$ cat src/rtl/mem_wb_pipe_reg_pkg.sv
// Shared types and constants for the MEM/WB pipeline register and its skid buffer.
package mem_wb_pipe_reg_pkg;

    localparam int unsigned WORD_LEN_DEF      = 32;
    localparam int unsigned REG_FILE_ADDR_LEN = 5;

    typedef enum logic [1:0] {
        StEmpty = 2'd0,
        StOne   = 2'd1,
        StFull  = 2'd2
    } skid_state_e;

    // Payload layout at default widths; the top packs in the same field order.
    typedef struct packed {
        logic                         wb_en;
        logic                         mem_r_en;
        logic [REG_FILE_ADDR_LEN-1:0] dest;
        logic [WORD_LEN_DEF-1:0]      alu_res;
        logic [WORD_LEN_DEF-1:0]      mem_val;
    } mem_wb_payload_t;

    function automatic int unsigned payload_width(input int unsigned word_len,
                                                  input int unsigned addr_len);
        return 2 + addr_len + 2 * word_len;
    endfunction

endpackage

$ cat src/rtl/pipe_skid_buf.sv
// Generic width-parametrised valid/ready register with a one-entry skid slot.
module pipe_skid_buf
    import mem_wb_pipe_reg_pkg::*;
#(
    parameter int unsigned WIDTH = 8
) (
    input  logic             clk,
    input  logic             rst,
    input  logic             flush,
    input  logic             in_valid,
    output logic             in_ready,
    input  logic [WIDTH-1:0] in_data,
    output logic             out_valid,
    input  logic             out_ready,
    output logic [WIDTH-1:0] out_data
);

    skid_state_e      state_q, state_d;
    logic [WIDTH-1:0] main_q, main_d;
    logic [WIDTH-1:0] skid_q, skid_d;
    logic             in_ready_q;
    logic             accept, drain;

    assign in_ready  = in_ready_q;
    assign out_valid = (state_q != StEmpty);
    assign out_data  = main_q;
    assign accept    = in_valid & in_ready_q;
    assign drain     = out_valid & out_ready;

    always_comb begin
        state_d = state_q;
        main_d  = main_q;
        skid_d  = skid_q;
        if (flush) begin
            // Payload registers keep their contents; only the state forgets them.
            state_d = StEmpty;
        end else begin
            unique case (state_q)
                StEmpty: begin
                    if (accept) begin
                        main_d  = in_data;
                        state_d = StOne;
                    end
                end
                StOne: begin
                    if (accept && drain) begin
                        main_d = in_data;
                    end else if (accept) begin
                        skid_d  = in_data;
                        state_d = StFull;
                    end else if (drain) begin
                        state_d = StEmpty;
                    end
                end
                StFull: begin
                    if (drain) begin
                        main_d  = skid_q;
                        state_d = StOne;
                    end
                end
                default: state_d = StEmpty;
            endcase
        end
    end

    always_ff @(posedge clk or negedge rst) begin
        if (!rst) begin
            state_q    <= StEmpty;
            main_q     <= '0;
            skid_q     <= '0;
            in_ready_q <= 1'b1;
        end else begin
            state_q    <= state_d;
            main_q     <= main_d;
            skid_q     <= skid_d;
            in_ready_q <= (state_d != StFull);
        end
    end

endmodule

$ cat src/rtl/mem_wb_pipe_reg.sv
// MEM->WB pipeline register with skid buffer, flush, dest-zero squash and write-back mux.
// Optional forwarding outputs are enabled by defining MEMWB_BYPASS_EN.
module mem_wb_pipe_reg
    import mem_wb_pipe_reg_pkg::*;
#(
    parameter int unsigned WORD_LEN         = WORD_LEN_DEF,
    parameter int unsigned REG_ADDR_LEN     = REG_FILE_ADDR_LEN,
    parameter bit          ZERO_DEST_SQUASH = 1'b1
) (
    input  logic                    clk,
    input  logic                    rst,
    input  logic                    in_valid,
    output logic                    in_ready,
    input  logic                    in_wb_en,
    input  logic                    in_mem_r_en,
    input  logic [WORD_LEN-1:0]     in_alu_res,
    input  logic [WORD_LEN-1:0]     in_mem_val,
    input  logic [REG_ADDR_LEN-1:0] in_dest,
    input  logic                    flush,
    output logic                    out_valid,
    input  logic                    out_ready,
    output logic                    out_wb_en,
    output logic                    out_mem_r_en,
    output logic [WORD_LEN-1:0]     out_alu_res,
    output logic [WORD_LEN-1:0]     out_mem_val,
    output logic [REG_ADDR_LEN-1:0] out_dest,
`ifdef MEMWB_BYPASS_EN
    output logic                    byp_valid,
    output logic [REG_ADDR_LEN-1:0] byp_dest,
    output logic [WORD_LEN-1:0]     byp_value,
`endif
    output logic [WORD_LEN-1:0]     wb_value
);

    localparam int unsigned PAYLOAD_W = payload_width(WORD_LEN, REG_ADDR_LEN);

    logic [PAYLOAD_W-1:0] in_payload;
    logic [PAYLOAD_W-1:0] out_payload;
    logic                 held_wb_en;
    logic                 dest_squash;

    assign in_payload = {in_wb_en, in_mem_r_en, in_dest, in_alu_res, in_mem_val};

    pipe_skid_buf #(
        .WIDTH(PAYLOAD_W)
    ) u_skid (
        .clk      (clk),
        .rst      (rst),
        .flush    (flush),
        .in_valid (in_valid),
        .in_ready (in_ready),
        .in_data  (in_payload),
        .out_valid(out_valid),
        .out_ready(out_ready),
        .out_data (out_payload)
    );

    assign {held_wb_en, out_mem_r_en, out_dest, out_alu_res, out_mem_val} = out_payload;

    // r0 is hardwired, so a write to it is dropped but the entry still retires.
    assign dest_squash = ZERO_DEST_SQUASH && (out_dest == '0);
    assign out_wb_en   = out_valid & held_wb_en & ~dest_squash;
    assign wb_value    = out_mem_r_en ? out_mem_val : out_alu_res;

`ifdef MEMWB_BYPASS_EN
    assign byp_valid = out_valid & out_wb_en;
    assign byp_dest  = out_dest;
    assign byp_value = wb_value;
`endif

endmodule

$ cat config.mk
export PLATFORM = sky130hd
export DESIGN_NAME = mem_wb_pipe_reg
export DESIGN_NICKNAME = d
export VERILOG_FILES = /design/src/rtl/mem_wb_pipe_reg_pkg.sv /design/src/rtl/pipe_skid_buf.sv /design/src/rtl/mem_wb_pipe_reg.sv
export SDC_FILE = /design/constraint.sdc
export NUM_CORES = 1
export LEC_CHECK = 0
export ABC_AREA = 1
export CORE_ASPECT_RATIO = 1.2
export CORE_MARGIN = 2
export CORE_UTILIZATION = 54
export DETAILED_ROUTE_END_ITERATION = 12
export PLACE_DENSITY_LB_ADDON = 0.08
export SLEW_MARGIN = 10
export SYNTH_ARGS = -nofsm -noshare
export SYNTH_HDL_FRONTEND = slang
export SYNTH_SLANG_ARGS = --single-unit
export TNS_END_PERCENT = 5
$ cat constraint.sdc
create_clock -name clk -period 3.67 [get_ports clk]
set_input_delay 1.101 -clock clk [delete_from_list [all_inputs] [get_ports clk]]
set_output_delay 1.101 -clock clk [all_outputs]
set_load 0.02 [all_outputs]
After elaboration in Yosys (flattened, before gate mapping)
Index checks and enable logic that the tools add are counted.
{"block": "totals", "regBits": 145, "out_inout_bits": 105, "wordCells": 36}
{"block": "classes", "n_eq_ne": 6, "n_mux": 12, "bitwise": 7, "reduce_logical": 7}
{"operator": "$mux 71", "n": 3}
{"operator": "$pmux 71 s3", "n": 1}
{"operator": "$mux 32", "n": 1}
{"operator": "$mux 2", "n": 6}
{"operator": "$ne 2x1->1 const B", "n": 3}
{"operator": "$pmux 2 s3", "n": 1}
{"operator": "$logic_not 5->1", "n": 1}
{"operator": "$reduce_and 5->1", "n": 1}
{"operator": "$and 1x1->1", "n": 4}
{"operator": "$reduce_and 4->1", "n": 1}
{"operator": "$not 1->1", "n": 3}
{"operator": "$reduce_bool 3->1", "n": 1}
{"operator": "$eq 2x1->1 const B", "n": 1}
{"operator": "$eq 2x2->1 const B", "n": 1}
{"operator": "$logic_not 2->1", "n": 1}
{"operator": "$ne 2x2->1 const B", "n": 1}
{"operator": "$reduce_bool 2->1", "n": 1}
{"operator": "$logic_and 1x1->1", "n": 1}

Depth between registers and ports, before layout
Gate-level depths: netlist (run 1).
{"block": "logic_depth", "depth_word": 8, "depth_mapped": 8, "ltp_nobuf": 6}

Cells and area by module
A second synthesis (run 1) with hierarchy kept.
{"block": "unflattened", "cells_unflattened": 996, "hier_area_um2": 7498.4}
{"mod": "pipe_skid_buf", "instances": 1, "cells_each": 885, "area_each_um2": 6854.1, "seq_area_each_um2": 3629.7}
{"mod": "mem_wb_pipe_reg", "instances": 1, "cells_each": 111, "area_each_um2": 644.4, "seq_area_each_um2": 0.0}

Worst setup path before layout (run 1)
OpenSTA, ideal clock, no wires.
{"block": "synth_path", "kind": "register to output", "start": "reg u_skid.main_q[69] (netlist: u_skid.out_data[69])", "end": "out wb_value[10]", "arrival_time_ns": 1.292, "required_time_ns": 2.569, "path_slack_ns": 1.277, "stages_incl_launch_ff": 4, "cell_sequence": "dfrtp_1 clkbuf_1 buf_2 mux2_2"}
{"block": "synth_via", "elab_chain_cells": 1}
{"element": "start: declaration", "line_no": "pipe_skid_buf.sv:19", "rtl": "logic [WIDTH-1:0] main_q, main_d;"}
{"element": "start signal: assignment", "line_no": "pipe_skid_buf.sv:74", "rtl": "main_q <= main_d;"}
{"element": "$mux 32", "line_no": "mem_wb_pipe_reg.sv:63", "rtl": "assign wb_value = out_mem_r_en ? out_mem_val : out_alu_res;"}
{"element": "end: declaration", "line_no": "mem_wb_pipe_reg.sv:32", "rtl": "output logic [WORD_LEN-1:0] wb_value"}
No other way between the ends.

Worst setup path after layout (run 1)
{"block": "layout_path", "start": "reg u_skid.state_q[0]", "end": "out out_wb_en"}
{"block": "layout_via", "elab_chain_cells": 3}
{"element": "start: declaration", "line_no": "pipe_skid_buf.sv:18", "rtl": "skid_state_e state_q, state_d;"}
{"element": "start signal: assignment", "line_no": "pipe_skid_buf.sv:68", "rtl": "state_q <= StEmpty;"}
{"element": "start signal: assignment", "line_no": "pipe_skid_buf.sv:73", "rtl": "state_q <= state_d;"}
{"element": "$reduce_bool 2->1", "line_no": "pipe_skid_buf.sv:25", "rtl": "assign out_valid = (state_q != StEmpty);"}
{"element": "$and 1x1->1 (2 in series)", "line_no": "mem_wb_pipe_reg.sv:62", "rtl": "assign out_wb_en = out_valid & held_wb_en & ~dest_squash;"}
{"element": "end: declaration", "line_no": "mem_wb_pipe_reg.sv:22", "rtl": "output logic out_wb_en,"}
No other way between the ends.

==> flow_summary_export.csv, run 1 <==
group,metric,value,unit
outcome,status,"completed",
layout,area_growth_syn_to_layout,25.22,%
floorplanning,io_pins,181,
cts,hold_buffers,0,
grt,track_usage,0.2913,
cts,clkTransAtPathRegs,0.06,ns
synth,syn_area_per_cell,7.742,um^2
floorplanning,core_region_area,13820,um^2
critical_path,slowest_delay,0.53,ns
grt,overflow,0,
placement,globalplace.congestion,0.8506,
sta,worst_slew_pin_slew,0.8933,ns
cts,cts_tree,"done",
routing,wire_per_inst,17.08,um
pwr,total_power,5.754,mW
grt,grt_pass1_vias,6422,
synth,synth_top_family_by_area,"simple AND/OR/NAND/NOR gates",
cts,ctsResizeCount,0,
cts,cts.sinks,145,
critical_path,cp_top_family,"buffers and inverters",
critical_path,worstReg2RegEnd,"u_skid.out_data[27]",
sta,fin_crit,3.243,ns
sta,final.setup.tns,0,ns
layout,drive_above_1_share,0.08000,
placement,post-dp-hpwl,13130,um
placement,place_ws,0.7410,ns
grt,grt_first_pass_wirelength,34490,um
layout,utilization,0.6910,
sta,slew_headroom,0.4044,
sta,hold_viol,0,
cts,cts_root_buf,"clkbuf_16",
critical_path,crit_start,"u_skid.state_q[0]",
critical_path,cp-end-kind,"output port",
critical_path,cp_cell_sequence,"inv_2, nand2_1, nand3_1, inv_1, clkdlybuf4s50_1",
synth,synthDistinctLibCells,19,
min_path,hp-class,"flop to flop",
synth,yosysSeqAreaShare,0.4760,
routing,antenna_left,0,
routing,firstDrtPassIters,5,
sta,rsz0062_at_grt,"false",
sta,period_share,0.8836,
sta,skew,0.004378,ns
critical_path,crit_end,"out_wb_en",
floorplanning,die_area,15090,um^2
sta,slew_viol_final,0,
synth,synth_fa_ha_area_frac,0,
synth,synth.cell_area,7626,um^2
critical_path,cp.required,2.57,ns
floorplanning,die_h,134.2,um
pwr,ir_worst_vdd,0.0003688,V
critical_path,crit_fanout,22,
grt,antenna_found_initial,0,
floorplanning,rows,47,
synth,synth-xor-area-share,0,
routing,wl,21280,um
sta,setup_slack,0.4271,ns
cts,cts_buffers,17,
cts,cts.path.max_buffers,2,
layout,final_common_cell,"nand2_1",
cts,htree_levels,4,
critical_path,cp-start-kind,"flop",
routing,drc,0,
layout,layout.nets,1138,
synth,synthSimpleGateAreaFrac,0.3636,
synth,synth-seq-cells,145,
critical_path,cp_slowest_cell,"clkdlybuf4s50_1",
floorplanning,initial_core_util,0.5518,
layout,layout_common_cells,"nand2_1, nand3_1, clkdlybuf4s50_1, dfrtp_1, mux2_2",
cts,postCtsSetupBuffers,0,
cts,clkLatencyLatePin,0.43,ns
job,drv_cap,0,
routing,vias_per_cell,5.531,
sta,max_freq,0.3084,GHz
synth,synth_mux_area_frac,0.04725,
routing,drt-initial-drc-count,635,
critical_path,r2r_slack,0.98,ns
synth,netlist_instances,985,
synth,syn-num-nets,1061,
pwr,power.leakage,4.892,nW
floorplanning,dieWidth,112.5,um
critical_path,critPathArrivalTime,2.14,ns
critical_path,cp.buffers_inverters,3,
critical_path,worstSetupPathType,"flop to output port",
placement,numPortBuffers,180,
grt,grt_max_degree,76,
routing,vias,6892,
critical_path,worstRegToRegCells,8,
critical_path,crit_cells,5,
synth,synth_warnings,0,
sta,fin_hold_ws,0.4716,ns
layout,diodes,0,
pwr,power.density,602.6,nW/um^2
synth,synth_compound_area_frac,0.001313,
critical_path,r2r_start,"u_skid.state_q[0]",
sta,setup_viol,0,
[metal layers]
layer	routed length, um	track usage
met5	0	0
met4	361	0.09146
met3	1570	0.06552
met2	10500	0.4702
met1	8847	0.3954
[final cells by class]
| class | instances | area [um^2] |
|---|---|---|
| sequential | 145 | 3631 |
| fill | 1140 | 4270 |
| tap | 171 | 214.0 |
| timing repair buffer | 197 | 1968 |
| multi-input combinational | 694 | 3166 |
| clock buffer | 26 | 489.2 |
| inverter | 7 | 26.28 |
| clock inverter | 6 | 55.05 |
[Yosys cell counts, drive strengths merged]
| cell | number | area [um^2] |
|---|---|---|
| nand2 | 437 | 1643 |
| nand3 | 215 | 1081 |
| dfrtp | 144 | 3603 |
| buf | 109 | 714.4 |
| mux2 | 32 | 360.4 |
| clkbuf | 30 | 112.6 |
| inv | 7 | 26.27 |
| nor2 | 6 | 27.52 |
| nor3 | 2 | 21.27 |
| a21oi | 1 | 5.000 |
| dfstp | 1 | 26.28 |
| o21ai | 1 | 5.000 |
[cell families (layout without fill, tap and decap cells)]
logic type / count (synthesis) / in the layout
DFF: 145 / 145
AOI/OAI and AO/OA: 2 / 2
muxes: 32 / 32
buffers and inverters: 146 / 236
and+or+nand+nor: 660 / 660
[worst min path at each step]
stage,depth (start not counted),start,to
final,2,u_skid.skid_q[60],u_skid.skid_q[60]
after global routing,2,u_skid.skid_q[29],u_skid.skid_q[29]
after CTS,2,u_skid.skid_q[49],u_skid.skid_q[49]
after detailed placement,2,u_skid.skid_q[49],u_skid.skid_q[49]
after global placement,2,u_skid.skid_q[63],u_skid.skid_q[63]
after floorplan,2,u_skid.skid_q[70],u_skid.skid_q[70]
[flip-flops by register name (all words and copies together), names as in the netlist]
register         cells
u_skid.in_ready      1
u_skid.out_data     71
u_skid.skid_q       71
u_skid.state_q       2
[power breakdown]
group	internal [mW]	switching [mW]
Combinational	0.856	0.984
Clock	0.980	0.648
Sequential	2.00	0.289
Total	3.83	1.92
[tightest hold or removal path: cells and delay by family, from the launching register on]
kind,cells,cell delay [ns]
DFF,1,0.34
and+or+nand+nor,2,0.10
[metrics by stage]
stage | instance area [um^2] | instances
2_1_floorplan | 7626 | 985
3_3_place_gp | 9005 | 1214
3_5_place_dp | 9005 | 1214
4_1_cts | 9549 | 1246
5_1_grt | 9549 | 1246
6_report | 9549 | 1246
No activity file was read; power rests on OpenSTA's default activity.
==> run 2: changes to the inputs <==
Settings changed: CORE_UTILIZATION 54 to 50, PLACE_DENSITY_LB_ADDON 0.08 to 0.15.
Clock period 3.67 ns to 3.2 ns, I/O delays scaled along.
==> run 2 against run 1 <==
Against the previous run: clock skew about the same; combinational power up 15%; utilization down 4.1 points; clock power up 31%; largest power group unchanged; die area up 7.7%; worst hold slack worse by 0.00095 ns.
==> flow_summary_export.csv, run 2 (synthesis gave the netlist of run 1 again) <==
group,metric,value,unit
floorplanning,initial_core_util,0.5098,
sta,final.setup.tns,0,ns
critical_path,worstReg2RegEnd,"u_skid.out_data[55]",
critical_path,crit_start,"u_skid.out_data[69]",
grt,overflow,0,
floorplanning,die_area,16260,um^2
floorplanning,rows,49,
routing,firstDrtPassIters,5,
pwr,power.density,708.7,nW/um^2
critical_path,crit_fanout,20,
pwr,power.leakage,4.956,nW
floorplanning,dieWidth,116.7,um
cts,postCtsSetupBuffers,0,
floorplanning,die_h,139.3,um
routing,wl,22140,um
cts,clkTransAtPathRegs,0.06,ns
min_path,min_from,"u_skid.skid_q[66]",
routing,antenna_left,0,
sta,slew_headroom,0.3717,
cts,htree_levels,4,
sta,period_share,0.9688,
grt,track_usage,0.2853,
placement,placedCellCount,1252,
min_path,hold-path-cell-count,2,
min_path,hp-class,"flop to flop",
critical_path,cp_top_family,"buffers and inverters",
sta,fin_crit,3.100,ns
placement,numPortBuffers,180,
critical_path,worstRegToRegCells,6,
placement,placed_area,9090,um^2
pwr,ir_worst_vdd,0.0003998,V
sta,setup_viol,0,
cts,cts_buffers,17,
layout,final_cells,1283,
critical_path,r2r_start,"u_skid.state_q[1]",
min_path,min_to,"u_skid.skid_q[66]",
layout,diodes,0,
critical_path,cp_cell_sequence,"buf_12, mux2_2, clkdlybuf4s50_1",
job,drv_cap,0,
routing,vias_per_cell,5.399,
critical_path,slowest_delay,0.58,ns
floorplanning,core_region_area,14960,um^2
grt,grt_first_pass_wirelength,35960,um
grt,grt_pass1_vias,6822,
cts,cts.path.max_buffers,2,
layout,layout.nets,1143,
placement,globalplace.congestion,0.8138,
cts,cts_root_buf,"clkbuf_16",
outcome,status,"completed",
cts,clkLatencyLatePin,0.43,ns
critical_path,worstSetupPathType,"flop to output port",
sta,hold_viol,0,
cts,hold_buffers,0,
routing,drc,0,
sta,rsz0062_at_grt,"false",
layout,postLayoutCellArea,9717,um^2
layout,final_common_cell,"nand2_1",
routing,vias,6927,
grt,grt_max_degree,76,
cts,cts_tree,"done",
pwr,total_power,6.887,mW
critical_path,cp_slowest_cell,"dfrtp_2",
routing,wire_per_inst,17.26,um
grt,antenna_found_initial,0,
sta,skew,0.004138,ns
layout,area_growth_syn_to_layout,27.42,%
sta,slew_viol_final,0,
critical_path,critPathArrivalTime,2.14,ns
cts,ctsResizeCount,0,
critical_path,cp.buffers_inverters,2,
placement,post-dp-hpwl,13530,um
cts,cts.sinks,145,
critical_path,cp-start-kind,"flop",
floorplanning,io_pins,181,
routing,drt-initial-drc-count,794,
critical_path,r2r_slack,1.02,ns
critical_path,cp.required,2.24,ns
sta,worst_slew_pin_slew,0.9424,ns
sta,max_freq,0.3226,GHz
layout,layout_common_cells,"nand2_1, nand3_1, clkdlybuf4s50_1, dfrtp_1, mux2_2",
critical_path,cp-end-kind,"output port",
layout,drive_above_1_share,0.08990,
-- run 2: changes by cell type in the layout (fill, tap and decap cells not counted), moves of 2 or more --
cell / previous run / this run
clkbuf_1: 6 / 0
buf_4: 14 / 18
clkinvlp_4: 0 / 2
bufinv_16: 1 / 4
-- run 2: how the worst max path moves through the flow --
stage / to / slack (ns) / cells past startpoint
2_1_floorplan: wb_value[10] / 0.95 / 3
3_3_place_gp: wb_value[13] / 0.57 / 3
3_5_place_dp: wb_value[11] / 0.53 / 3
4_1_cts: wb_value[11] / 0.06 / 3
5_1_grt: wb_value[17] / 0.006 / 3
6_report: wb_value[11] / 0.1 / 3
-- run 2: report_power, final --
group          leakage [nW]  internal [mW]  switching (mW)
clock network         0.307           1.35           0.776
logic                  2.83          0.991            1.12
registers              1.82           2.29           0.353
total                  4.96           4.63            2.25
-- run 2: cell type report --
type	count	area, um^2
Multi-Input combinational cell	694	3158
Tap cell	204	255.2
Inverter	7	26.28
Fill cell	1342	5243
Sequential cell	145	3632
Clock buffer	20	466.7
Timing Repair Buffer	202	2018
Clock inverter	11	160.2
-- run 2: worst register-to-register path, delay by kind of cell, from the launching register on --
kind                   cells  cell delay (ns)
AND/OR/NAND/NOR            3             0.39
AO/OA/AOI/OAI              1             0.24
flip-flops                 1             0.35
buffers and inverters      2             1.13
-- run 2: through the flow --
step,util,worst slack (ns),hold WS [ns]
2_1_floorplan,-,0.9483,0.4425
4_1_cts,0.6495,0.06247,0.4735
6_report,0.6495,0.09976,0.4706
3_5_place_dp,0.6076,0.5262,0.4588
3_3_place_gp,0.6076,0.5683,0.4535
5_1_grt,0.6495,0.005918,0.4872
-- run 2: metal layers --
metal	track usage	part of all wire	vias to the layer above
met4	0.1040	0.019	0
met5	0	0	-
met1	0.3763	0.41	3344
met3	0.07099	0.080	27
li1	-	-	3252
met2	0.4548	0.49	304
